[src/rtl/tank_pkg.sv]
// Shared types and constants for the tank firing logic.
package tank_pkg;

    typedef enum logic [1:0] {
        IDLE = 2'd0,
        REQ  = 2'd1,
        COOL = 2'd2
    } state_t;

    localparam logic [7:0] KEY_SPACE   = 8'h2C;
    localparam int         MAX_BULLETS = 8;

endpackage

[src/rtl/rr_free_slot.sv]
// Rotate-priority search for the first clear bit of mask, starting at start and wrapping at N.
module rr_free_slot #(
    parameter int N = 5,
    parameter int W = (N > 1) ? $clog2(N) : 1
) (
    input  logic [N-1:0] mask,
    input  logic [W-1:0] start,
    output logic         found,
    output logic [W-1:0] index
);

    localparam logic [W-1:0] LAST_IDX = W'(N - 1);

    logic [W-1:0] idx_s;

    // Walk every slot once from start; N need not be a power of two, so wrap by compare-and-clear.
    always_comb begin
        found = 1'b0;
        index = {W{1'b0}};
        idx_s = start;
        for (int i = 0; i < N; i++) begin
            if (!found && !mask[idx_s]) begin
                found = 1'b1;
                index = idx_s;
            end else begin
                index = index;
            end
            if (idx_s == LAST_IDX) begin
                idx_s = {W{1'b0}};
            end else begin
                idx_s = idx_s + W'(1);
            end
        end
    end

endmodule

[src/rtl/bullet_fire_ctrl.sv]
// Turns a fire-key press into one create request to a free bullet slot, waits for the slot
// to go active, then holds off further shots for a cooldown period.
module bullet_fire_ctrl
    import tank_pkg::*;
#(
    parameter int         NUM_BULLETS = 5,
    parameter logic [7:0] FIRE_KEY    = KEY_SPACE,
    parameter int         COOLDOWN    = 15,
    parameter int         ACK_TIMEOUT = 4
) (
    input  logic                   frame_clk,
    input  logic                   Reset,
    input  logic [31:0]            keycode,
    input  logic                   tank_alive,
    input  logic [NUM_BULLETS-1:0] bullet_active,
    output logic [NUM_BULLETS-1:0] create,
    output logic                   busy,
    output logic                   fire_drop,
    output logic [7:0]             shots_fired
);

    localparam int               SW        = $clog2(NUM_BULLETS);
    localparam logic [SW-1:0]    LAST_SLOT = SW'(NUM_BULLETS - 1);
    localparam logic [7:0]       COOL_INIT = 8'(COOLDOWN);
    localparam logic [3:0]       ACK_LAST  = 4'(ACK_TIMEOUT - 1);
    localparam logic [NUM_BULLETS-1:0] ONE_N = {{(NUM_BULLETS-1){1'b0}}, 1'b1};

    state_t                 state_r, state_nxt_s;
    logic                   key_q_r;
    logic [NUM_BULLETS-1:0] create_r, create_nxt_s;
    logic                   busy_r, busy_nxt_s;
    logic                   drop_r, drop_nxt_s;
    logic [7:0]             shots_r, shots_nxt_s;
    logic [SW-1:0]          rr_ptr_r, rr_ptr_nxt_s;
    logic [SW-1:0]          slot_r, slot_nxt_s;
    logic [7:0]             cool_cnt_r, cool_cnt_nxt_s;
    logic [3:0]             ack_cnt_r, ack_cnt_nxt_s;

    logic                   pressed_s;
    logic                   press_edge_s;
    logic                   free_found_s;
    logic [SW-1:0]          free_idx_s;
    logic [SW-1:0]          slot_after_s;
    logic [7:0]             shots_inc_s;

    assign pressed_s    = (keycode[7:0]   == FIRE_KEY) || (keycode[15:8]  == FIRE_KEY) ||
                          (keycode[23:16] == FIRE_KEY) || (keycode[31:24] == FIRE_KEY);
    assign press_edge_s = pressed_s & ~key_q_r;
    assign slot_after_s = (slot_r == LAST_SLOT) ? {SW{1'b0}} : slot_r + SW'(1);
    assign shots_inc_s  = (shots_r == 8'hFF) ? shots_r : shots_r + 8'd1;

    rr_free_slot #(
        .N (NUM_BULLETS),
        .W (SW)
    ) u_free_slot (
        .mask  (bullet_active),
        .start (rr_ptr_r),
        .found (free_found_s),
        .index (free_idx_s)
    );

    // Next-state and next-output logic for the request handshake.
    always_comb begin
        state_nxt_s    = state_r;
        create_nxt_s   = create_r;
        slot_nxt_s     = slot_r;
        ack_cnt_nxt_s  = ack_cnt_r;
        cool_cnt_nxt_s = cool_cnt_r;
        rr_ptr_nxt_s   = rr_ptr_r;
        shots_nxt_s    = shots_r;
        drop_nxt_s     = 1'b0;
        case (state_r)
            IDLE: begin
                create_nxt_s = {NUM_BULLETS{1'b0}};
                if (press_edge_s && tank_alive) begin
                    if (free_found_s) begin
                        slot_nxt_s    = free_idx_s;
                        create_nxt_s  = ONE_N << free_idx_s;
                        ack_cnt_nxt_s = 4'd0;
                        state_nxt_s   = REQ;
                    end else begin
                        drop_nxt_s = 1'b1;
                    end
                end else begin
                    state_nxt_s = IDLE;
                end
            end
            REQ: begin
                // Abort beats ack, and ack beats timeout on the same frame.
                if (!tank_alive) begin
                    create_nxt_s = {NUM_BULLETS{1'b0}};
                    state_nxt_s  = IDLE;
                end else if (bullet_active[slot_r]) begin
                    create_nxt_s   = {NUM_BULLETS{1'b0}};
                    shots_nxt_s    = shots_inc_s;
                    rr_ptr_nxt_s   = slot_after_s;
                    cool_cnt_nxt_s = COOL_INIT;
                    state_nxt_s    = COOL;
                end else if (ack_cnt_r == ACK_LAST) begin
                    create_nxt_s   = {NUM_BULLETS{1'b0}};
                    drop_nxt_s     = 1'b1;
                    cool_cnt_nxt_s = COOL_INIT;
                    state_nxt_s    = COOL;
                end else begin
                    ack_cnt_nxt_s = ack_cnt_r + 4'd1;
                end
            end
            COOL: begin
                create_nxt_s   = {NUM_BULLETS{1'b0}};
                cool_cnt_nxt_s = cool_cnt_r - 8'd1;
                if (cool_cnt_r <= 8'd1) begin
                    state_nxt_s = IDLE;
                end else begin
                    state_nxt_s = COOL;
                end
            end
            default: begin
                create_nxt_s = {NUM_BULLETS{1'b0}};
                state_nxt_s  = IDLE;
            end
        endcase
        busy_nxt_s = (state_nxt_s != IDLE);
    end

    // State, counters and registered outputs.
    always_ff @(posedge frame_clk) begin
        if (Reset) begin
            state_r    <= IDLE;
            key_q_r    <= 1'b0;
            create_r   <= {NUM_BULLETS{1'b0}};
            busy_r     <= 1'b0;
            drop_r     <= 1'b0;
            shots_r    <= 8'd0;
            rr_ptr_r   <= {SW{1'b0}};
            slot_r     <= {SW{1'b0}};
            cool_cnt_r <= 8'd0;
            ack_cnt_r  <= 4'd0;
        end else begin
            state_r    <= state_nxt_s;
            key_q_r    <= pressed_s;
            create_r   <= create_nxt_s;
            busy_r     <= busy_nxt_s;
            drop_r     <= drop_nxt_s;
            shots_r    <= shots_nxt_s;
            rr_ptr_r   <= rr_ptr_nxt_s;
            slot_r     <= slot_nxt_s;
            cool_cnt_r <= cool_cnt_nxt_s;
            ack_cnt_r  <= ack_cnt_nxt_s;
        end
    end

    assign create      = create_r;
    assign busy        = busy_r;
    assign fire_drop   = drop_r;
    assign shots_fired = shots_r;

endmodule

[config.mk]
export PLATFORM = sky130hd
export DESIGN_NAME = bullet_fire_ctrl
export DESIGN_NICKNAME = d
export VERILOG_FILES = /design/src/rtl/tank_pkg.sv /design/src/rtl/rr_free_slot.sv /design/src/rtl/bullet_fire_ctrl.sv
export SDC_FILE = /design/constraint.sdc
export NUM_CORES = 1
export LEC_CHECK = 0
export CAP_MARGIN = 25
export CORE_ASPECT_RATIO = 0.8
export CORE_MARGIN = 2
export CORE_UTILIZATION = 40
export CTS_CLUSTER_DIAMETER = 150
export DETAILED_ROUTE_END_ITERATION = 6
export PLACE_DENSITY = 0.75
export SLEW_MARGIN = 20
export SYNTH_ARGS = -nofsm -noshare
export SYNTH_HDL_FRONTEND = slang
export SYNTH_SLANG_ARGS = --single-unit
[constraint.sdc]
create_clock -name frame_clk -period 13.9 [get_ports frame_clk]
set_input_delay 1.39 -clock frame_clk [delete_from_list [all_inputs] [get_ports frame_clk]]
set_output_delay 1.39 -clock frame_clk [all_outputs]
set_load 0.03 [all_outputs]
### Word-level counts from Yosys, hierarchy flattened

Cells that the tools add are included.

* add/sub/neg operators: 8
* $lt $le $gt $ge: 7
* eq/ne operators: 20
* shifts and indexed selects: 1
* muxes and demuxes: 56
* bitwise operators: 3
* reductions and logical operators: 24

Operators by type and width (number)
* 8-bit by 6-bit == test with 1-bit output, second input constant: 4
* 3-bit 2-to-1 mux: 10
* 5-bit 2-to-1 mux: 5
* 3-bit by 4-bit < comparator with 1-bit output, second input constant: 6
* 8-bit 2-to-1 mux: 3
* 4-bit 2-to-1 mux: 5
* 1-bit binary-select mux with 3-bit select: 6
* 1-bit 2-to-1 mux: 16
* 8-bit case mux with 2 select lines: 1
* 3-bit by 1-bit adder with 3-bit output, second input constant: 5
* 3-bit == test, second input constant: 5
* 2-bit 2-to-1 mux: 6
* 2-bit != test, second input constant: 5
* 5-bit case mux with 2 select lines: 1
* 3-bit AND reduction: 3
* 8-bit by 1-bit adder with 8-bit output, second input constant: 1
* 8-bit == test, second input constant: 1
* 8-bit by 1-bit <= comparator with 1-bit output, second input constant: 1
* 4-bit case mux with 2 select lines: 1
* 8-bit by 1-bit subtractor with 8-bit output, second input constant: 1
* 1-bit zero test: 7
* 2-bit case mux with 3 select lines: 1
* 6-bit AND reduction: 1
* 2-bit nonzero test: 3
* other kinds (14): 21

* flip-flop bits (word level): 36
* bits of input ports: 40

### Logic depth before layout (Yosys ltp)

Gate-level depths: netlist of run 1.

* word-level depth: 20
* gate-level depth with buffers: 18
* gate-level depth less buffers: 17

### Hierarchy

A second synthesis of run 1 with hierarchy kept.

* cells, all modules: 326
* area total of the unflattened synthesis: 2658.8 um2

Modules (own cells, without submodules)
* bullet_fire_ctrl: times used 1, cells each 211, area each 1804.2 um2, seq. area each 720.7 um2
* rr_free_slot: times used 1, cells each 115, area each 854.6 um2, seq. area each 0.0 um2

### Worst setup path before layout of run 1

Ideal clock, no wire load.

* kind: flip-flop to flip-flop
* start: register rr_ptr_r[0]
* end: register create_r[1] (netlist: create[1])
* library setup time: 0.117 ns
* data arrival time: 4.455 ns
* path slack: 9.328 ns
* stages on the path, launching flop included: 19
* path buffers: 1
* clock period less this slack: 4.572 ns
* path through: dfxtp_1 -> buf_2 -> inv_1 -> ha_1 -> a21o_1 -> ha_1 -> o21ai_1 -> a22o_2 -> inv_1 -> ha_1 -> or4_1 -> and3_4 -> o211ai_4 -> mux2_4 -> or3_4 -> a311oi_1 -> a311oi_2 -> nor2b_1 -> a22o_1

* word-level cells in the longest chain between the ends: 20
* elaborated cells between the ends (all ways): 47
* those cells by class: add/sub (4); eq/ne (4); shift (1); mux (27); reduce/logical (11)

RTL lines
* start: declaration: RTL line bullet_fire_ctrl.sv:34 `logic [SW-1:0] rr_ptr_r, rr_ptr_nxt_s;`
* start signal: assignment: RTL line bullet_fire_ctrl.sv:134 `rr_ptr_r <= {SW{1'b0}};`
* start signal: assignment: RTL line bullet_fire_ctrl.sv:145 `rr_ptr_r <= rr_ptr_nxt_s;`
* branches (longest 17 deep; another with 3-bit by 1-bit adder with 3-bit output)
* 5-bit 2-to-1 mux (*): RTL line bullet_fire_ctrl.sv:76 `if (free_found_s) begin`
* 5-bit 2-to-1 mux (*): RTL line bullet_fire_ctrl.sv:75 `if (press_edge_s && tank_alive) begin`
* 5-bit case mux with 2 select lines (*): RTL line bullet_fire_ctrl.sv:72 `case (state_r)`
* end signal: assignment: RTL line bullet_fire_ctrl.sv:130 `create_r <= {NUM_BULLETS{1'b0}};`
* end signal: assignment: RTL line bullet_fire_ctrl.sv:141 `create_r <= create_nxt_s;`
* end: declaration: RTL line bullet_fire_ctrl.sv:30 `logic [NUM_BULLETS-1:0] create_r, create_nxt_s;`

Every way passes the cells marked *. The select of a mux whose other input is x is not followed.
A chain may end at the register's enable or synchronous reset.

### Final worst setup path of run 1

* start: register rr_ptr_r[0]
* end: register create_r[2] (netlist: create[2])

Same word-level chain as after synthesis.

==> results.json, run 1 <==
{
  "wl_per_cell_um": 14.9,
  "final_net_count": 443,
  "fin_skew_ps": 8.17,
  "path_max_fanout": 13,
  "synth_common_cells": "nor2_1, dfxtp_1, nand2_1",
  "core_area_um2": 6890,
  "cts_hold_buf": 0,
  "cap_viol_max_count": 0,
  "grt_pass1_wl_mm": 12.0,
  "dr.pass1.iters": 4,
  "hold_class": "flip-flop to flip-flop",
  "syn_area_um2": 2840,
  "synth.most_common_cell": "nor2_1",
  "placementRows": 27,
  "cts_tree": "built",
  "synth_compound_area_share_pct": 20.7,
  "grt_usage_pct": 18.4,
  "max_stage_delay_ps": 600,
  "total_power_mw": 0.212,
  "ys.warnings.count": 0,
  "ant_nets": 0,
  "tightestPinTransition_ps": 708,
  "num_io_pins": 55,
  "period_needed_ps": 5120,
  "clock_path_buffers": 2,
  "ctsResizeCount": 0,
  "synth_simple_gate_area_share_pct": 29.0,
  "die-height_um": 79.4,
  "clk_latency_ps": 290,
  "synth.area.mux_share_pct": 10.0,
  "synth_async_sr_flop_share_pct": 0,
  "path_clk_slew_ps": 70,
  "setup_viol": 0,
  "synthFlopType": "dfxtp_1",
  "grt_pass1_vias": 2612,
  "synth_top_area_share_pct": 25.4,
  "synth_xor_area_share_pct": 4.62,
  "synth_edf_count": 0,
  "dp_hpwl_mm": 5.48,
  "period_share_pct": 36.9,
  "cpMostUsedCell": "ha_1",
  "required_ps": 14080,
  "gp_congestion": 0.908,
  "initial_utilization_pct": 41.2,
  "p_leak_nw": 1.34,
  "fp.dieW_um": 98.3,
  "fin_hold_ws_ps": 482,
  "status": "finished clean",
  "slew_violations": 0,
  "numPortBuffers": 54,
  "synth_top_family_by_area": "simple AND/OR/NAND/NOR gates",
  "end_kind": "flip-flop",
  "synthAdderAreaFrac_pct": 5.72,
  "antenna_found_initial": 0,
  "synth_seq_cells": 36,
  "crit_chain": "inv_1 > ha_1 > a21o_1 > ha_1 > o21ai_1 > a22o_2 > inv_1 > ha_1 > or4_1 > and3_4 > o211ai_4 > mux2_4 > or3_4 > a311oi_1 > a211oi_2 > nor2b_1 > a22o_1",
  "yosys-top-cells-area": "dfxtp_1, mux2i_1, ha_1",
  "slew-limit-headroom_pct": 52.7,
  "synth_cell_types": 76,
  "rsz0062_at_grt": "no",
  "cts_htree_levels": 2,
  "syn2layout_area_growth_pct": 24.0,
  "grt_max_degree": 31,
  "avgSynthCellArea_um2": 8.31,
  "ys_seq_area_share_pct": 25.4,
  "drt_iter0_drc": 199,
  "critPathKind": "flip-flop to flip-flop",
  "vias_per_cell": 5.68,
  "antenna_cells": 0,
  "post_cts_buffers": 0,
  "fin_setup_tns_ps": 0,
  "hold_viol_final": 0,
  "drt_wl_total_mm": 7.10,
  "drive_gt1_share_pct": 9.21,
  "powerDensity_nw_per_um2": 60.2,
  "vdd_drop_max_mv": 0.0408,
  "synth_fp_nets": 395,
  "vias": 2715,
  "synthCells": 342,
  "crit_slowest_cell": "dfxtp_1",
  "grt_remaining_overflow": 0,
  "cts_made_buffers": 5,
  "dieArea_um2": 7800,
  "clock-sinks": 36,
  "drc": 0,
  "cp.arrival_ps": 5310,
  "crit_path_start_kind": "flip-flop",
  "yosys.area.top_type": "dfxtp_1",
  "clock-root-buffer": "clkbuf_8",
  "max_freq_ghz": 0.195
}
critical path, delay by kind of cell, from the launching register on:
kind	cells	cell delay (ps)
simple gates	4	1280
mux	1	370
buf+inv	2	290
flops	1	600
compound gates	7	1650
fa+ha+maj	3	810
layout by cell type (no fill, tap or decap), types with 3 or more instances in the layout:
cell type / synthesis / layout
clkdlybuf4s50_1: 0 / 54
nor2_1: 42 / 42
dfxtp_1: 36 / 36
nand2_1: 25 / 25
a21oi_1: 23 / 23
mux2i_1: 18 / 18
inv_1: 16 / 16
nand3_1: 13 / 13
ha_1: 13 / 13
nor2b_1: 10 / 10
nand4_1: 9 / 9
xor2_1: 8 / 8
xnor2_1: 7 / 7
nor3_1: 6 / 6
clkbuf_8: 0 / 6
o21ai_0: 5 / 5
nand2b_1: 4 / 4
nor4b_1: 4 / 4
and3_1: 4 / 4
a21o_1: 3 / 3
mux4_2: 3 / 3
and3b_1: 3 / 3
o31ai_1: 3 / 3
a211oi_1: 3 / 3
a32o_1: 3 / 3
a311oi_1: 3 / 3
a22o_1: 3 / 3
registers in the layout, indices dropped and copies added, names as in the netlist:
register,cells
ack_cnt_r,4
fire_drop,1
slot_r,3
cool_cnt_r,8
shots_fired,8
rr_ptr_r,3
busy,1
create,5
state_r,2
key_q_r,1
power by group:
part	switching [mW]	internal, mW
registers	0.000401	0.103
clock network	0.0371	0.0396
logic	0.0145	0.0173
total	0.0519	0.160
path summary, 6_finish.rpt:
check                                               from                      to  slack (ps)  cells past startpoint
worst max-delay path            rr_ptr_r[0]$_SDFFE_PP0P_  create[2]$_SDFFE_PP0P_        8780                     17
worst min-delay path              create[2]$_SDFFE_PP0P_  create[2]$_SDFFE_PP0P_         480                      1
worst max register to register  rr_ptr_r[0]$_SDFFE_PP0P_  create[2]$_SDFFE_PP0P_        8780                     17
worst min register to register    create[2]$_SDFFE_PP0P_  create[2]$_SDFFE_PP0P_         480                      1
layer usage:
layer / vias to the layer above / global-route usage (%) / wire, µm
met5: - / 0 / 0
met4: 0 / 2.19 / 24
met3: 4 / 3.59 / 492
met2: 102 / 31.6 / 3210
met1: 1253 / 24.9 / 3380
li1: 1356 / - / -
stage by stage:
stage	utilization (%)	area, µm²	std cells	setup slack, ps
finish	51.1	3520	478	8780
global route	51.1	3520	478	8500
CTS	51.1	3520	478	8820
detailed placement	49.8	3430	470	8840
global placement	49.8	3430	470	9020
floorplan	-	2840	342	9330
cell type report:
| cell class | count | area, µm² |
|---|---|---|
| clock buffers | 6 | 82.6 |
| clock inverters | 2 | 10.0 |
| fillers | 644 | 3370 |
| inverters | 17 | 63.8 |
| multi-input cells | 275 | 1990 |
| flip-flops and latches | 36 | 721 |
| well taps | 87 | 109 |
| repair buffers | 55 | 548 |
logic make-up after synthesis:
group / Yosys count
multiplexers: 24
flip-flops: 36
adder cells (fa/ha/maj): 13
AND/OR/NAND/NOR: 147
buffers and inverters: 31
XOR/XNOR: 15
AO/OA/AOI/OAI: 76
(Power assumes the default switching activity.)
==> run 2, diff against run 1 <==
==> constraint.sdc (replaced) <==
create_clock -name frame_clk -period 5.3 [get_ports frame_clk]
set_input_delay 0.53 -clock frame_clk [delete_from_list [all_inputs] [get_ports frame_clk]]
set_output_delay 0.53 -clock frame_clk [all_outputs]
set_load 0.03 [all_outputs]
==> run 2 against run 1 <==
Critical path type unchanged. Clock power increased to 2.7 times the previous value. Critical path depth unchanged. Largest power group unchanged. Sequential power increased to 2.6 times the previous value. Die area unchanged. Global-route usage decreased by 0.56 points. Highest routed layer unchanged.
==> results.json, run 2 (synthesis gave the netlist of run 1 again) <==
{
  "status": "finished clean",
  "fin_setup_tns_ps": 0,
  "period_share_pct": 93.4,
  "required_ps": 5480,
  "hold_viol_final": 0,
  "p_leak_nw": 1.35,
  "final_common_cell": "clkdlybuf4s50_1",
  "vias_per_cell": 5.62,
  "final_cell_mix": "clkdlybuf4s50_1, nor2_1, dfxtp_1, nand2_1, a21oi_1",
  "use_met3_pct": 3.77,
  "top_usage_layer": "met2",
  "cts_htree_levels": 2,
  "total_power_mw": 0.565,
  "path_max_fanout": 10,
  "slew-limit-headroom_pct": 65.1,
  "grt_remaining_overflow": 0,
  "drc": 0,
  "crit_path_start_kind": "flip-flop",
  "cts_hold_buf": 0,
  "antenna_cells": 0,
  "dieArea_um2": 7800,
  "rsz0062_at_grt": "no",
  "vdd_drop_max_mv": 0.0930,
  "placementRows": 27,
  "cts_made_buffers": 5,
  "die-height_um": 79.4,
  "grt_use_met1_pct": 25.0,
  "wl_per_cell_um": 14.2,
  "fin_skew_ps": 3.49,
  "post_cts_buffers": 0,
  "max_freq_ghz": 0.202,
  "grt_pass1_vias": 2510,
  "drt_wl_total_mm": 6.80,
  "initial_utilization_pct": 41.2,
  "num_io_pins": 55,
  "numPortBuffers": 54,
  "clock-sinks": 36,
  "utilization_pct": 51.4,
  "grt_usage_pct": 17.8,
  "critPathKind": "flip-flop to flip-flop",
  "clk_latency_ps": 290,
  "core_area_um2": 6890,
  "drt_iter0_drc": 202,
  "crit_slowest_cell": "or4_1",
  "slew_violations": 0,
  "powerDensity_nw_per_um2": 160,
  "crit_chain": "inv_1 > ha_1 > a21o_1 > ha_1 > o21ai_1 > a22o_2 > inv_1 > ha_1 > or4_1 > and3_4 > o211ai_4 > mux2_4 > or3_4 > a311oi_1 > a211oi_2 > nor2b_1 > a22o_1",
  "drive_gt1_share_pct": 9.44,
  "max_stage_delay_ps": 530,
  "clock_path_buffers": 2,
  "setup_viol": 0,
  "path_clk_slew_ps": 70,
  "ant_nets": 0,
  "cp.arrival_ps": 5130,
  "ctsResizeCount": 0,
  "final_net_count": 445,
  "design_area_um2": 3540,
  "period_needed_ps": 4950,
  "end_kind": "flip-flop",
  "place_area_um2": 3450,
  "critPathTopFamily": "compound AO/OA/AOI/OAI gates",
  "syn2layout_area_growth_pct": 24.6,
  "grt_pass1_wl_mm": 11.6,
  "fin_hold_ws_ps": 476,
  "fp.dieW_um": 98.3,
  "cts_tree": "built",
  "dr.pass1.iters": 4,
  "grt_max_degree": 31,
  "cap_viol_max_count": 0,
  "antenna_found_initial": 0,
  "cpMostUsedCell": "ha_1",
  "tightestPinTransition_ps": 520,
  "clock-root-buffer": "clkbuf_8",
  "hold_class": "flip-flop to flip-flop",
  "dp_hpwl_mm": 5.21,
  "worst-path-buf-inv": 2,
  "gp_congestion": 0.916,
  "grt_use_met2_pct": 28.4,
  "vias": 2690
}
run 2: changes by cell type in the layout (fill, tap and decap cells not counted), sizes merged:
cell    before  now
buf          1    3
clkbuf       6    7
clkinv       2    0
run 2: worst paths after layout:
check,end,slack [ps],cells after the start,startpoint
worst max-delay path,create[2]$_SDFFE_PP0P_,350,17,rr_ptr_r[1]$_SDFFE_PP0P_
worst max register to register,create[2]$_SDFFE_PP0P_,350,17,rr_ptr_r[1]$_SDFFE_PP0P_
worst min register to register,create[3]$_SDFFE_PP0P_,480,1,create[3]$_SDFFE_PP0P_
worst min-delay path,create[3]$_SDFFE_PP0P_,480,1,create[3]$_SDFFE_PP0P_
run 2: report_power, final:
part / internal (mW) / switching [mW]
clock: 0.116 / 0.0944
combinational: 0.0455 / 0.0375
sequential: 0.271 / 0.000800
run 2: final cells by class:
cell class                 count  area, µm²
timing repair buffer          57        563
inverter                      17       63.8
fill                         677       3350
multi-input combinational    275       1990
tap                           87        109
sequential                    36        721
clock buffer                   7       96.3
run 2: metal layers:
metal	wire [µm]	vias to the layer above	share of wire (%)
met5	0	-	0
met1	3370	1221	50
li1	-	1362	-
met3	511	6	7.5
met4	61	0	0.90
met2	2860	101	42
run 2: worst reg2reg max path, cell delays in order (launching register included):
cell      delay, ps
dfxtp_1         480
inv_1           160
ha_1            260
a21o_1          250
ha_1            270
o21ai_1         130
a22o_2          260
inv_1           110
ha_1            250
or4_1           540
and3_4          190
o211ai_4        310
mux2_4          370
or3_4           390
a311oi_1        380
a211oi_2        140
nor2b_1         150
a22o_1          200
run 2: per-stage QoR:
step / setup slack (ps) / instances
after floorplan: 728 / 342
after global placement: 619 / 472
after detailed placement: 428 / 472
after CTS: 410 / 479
after global routing: 119 / 479
final: 351 / 479
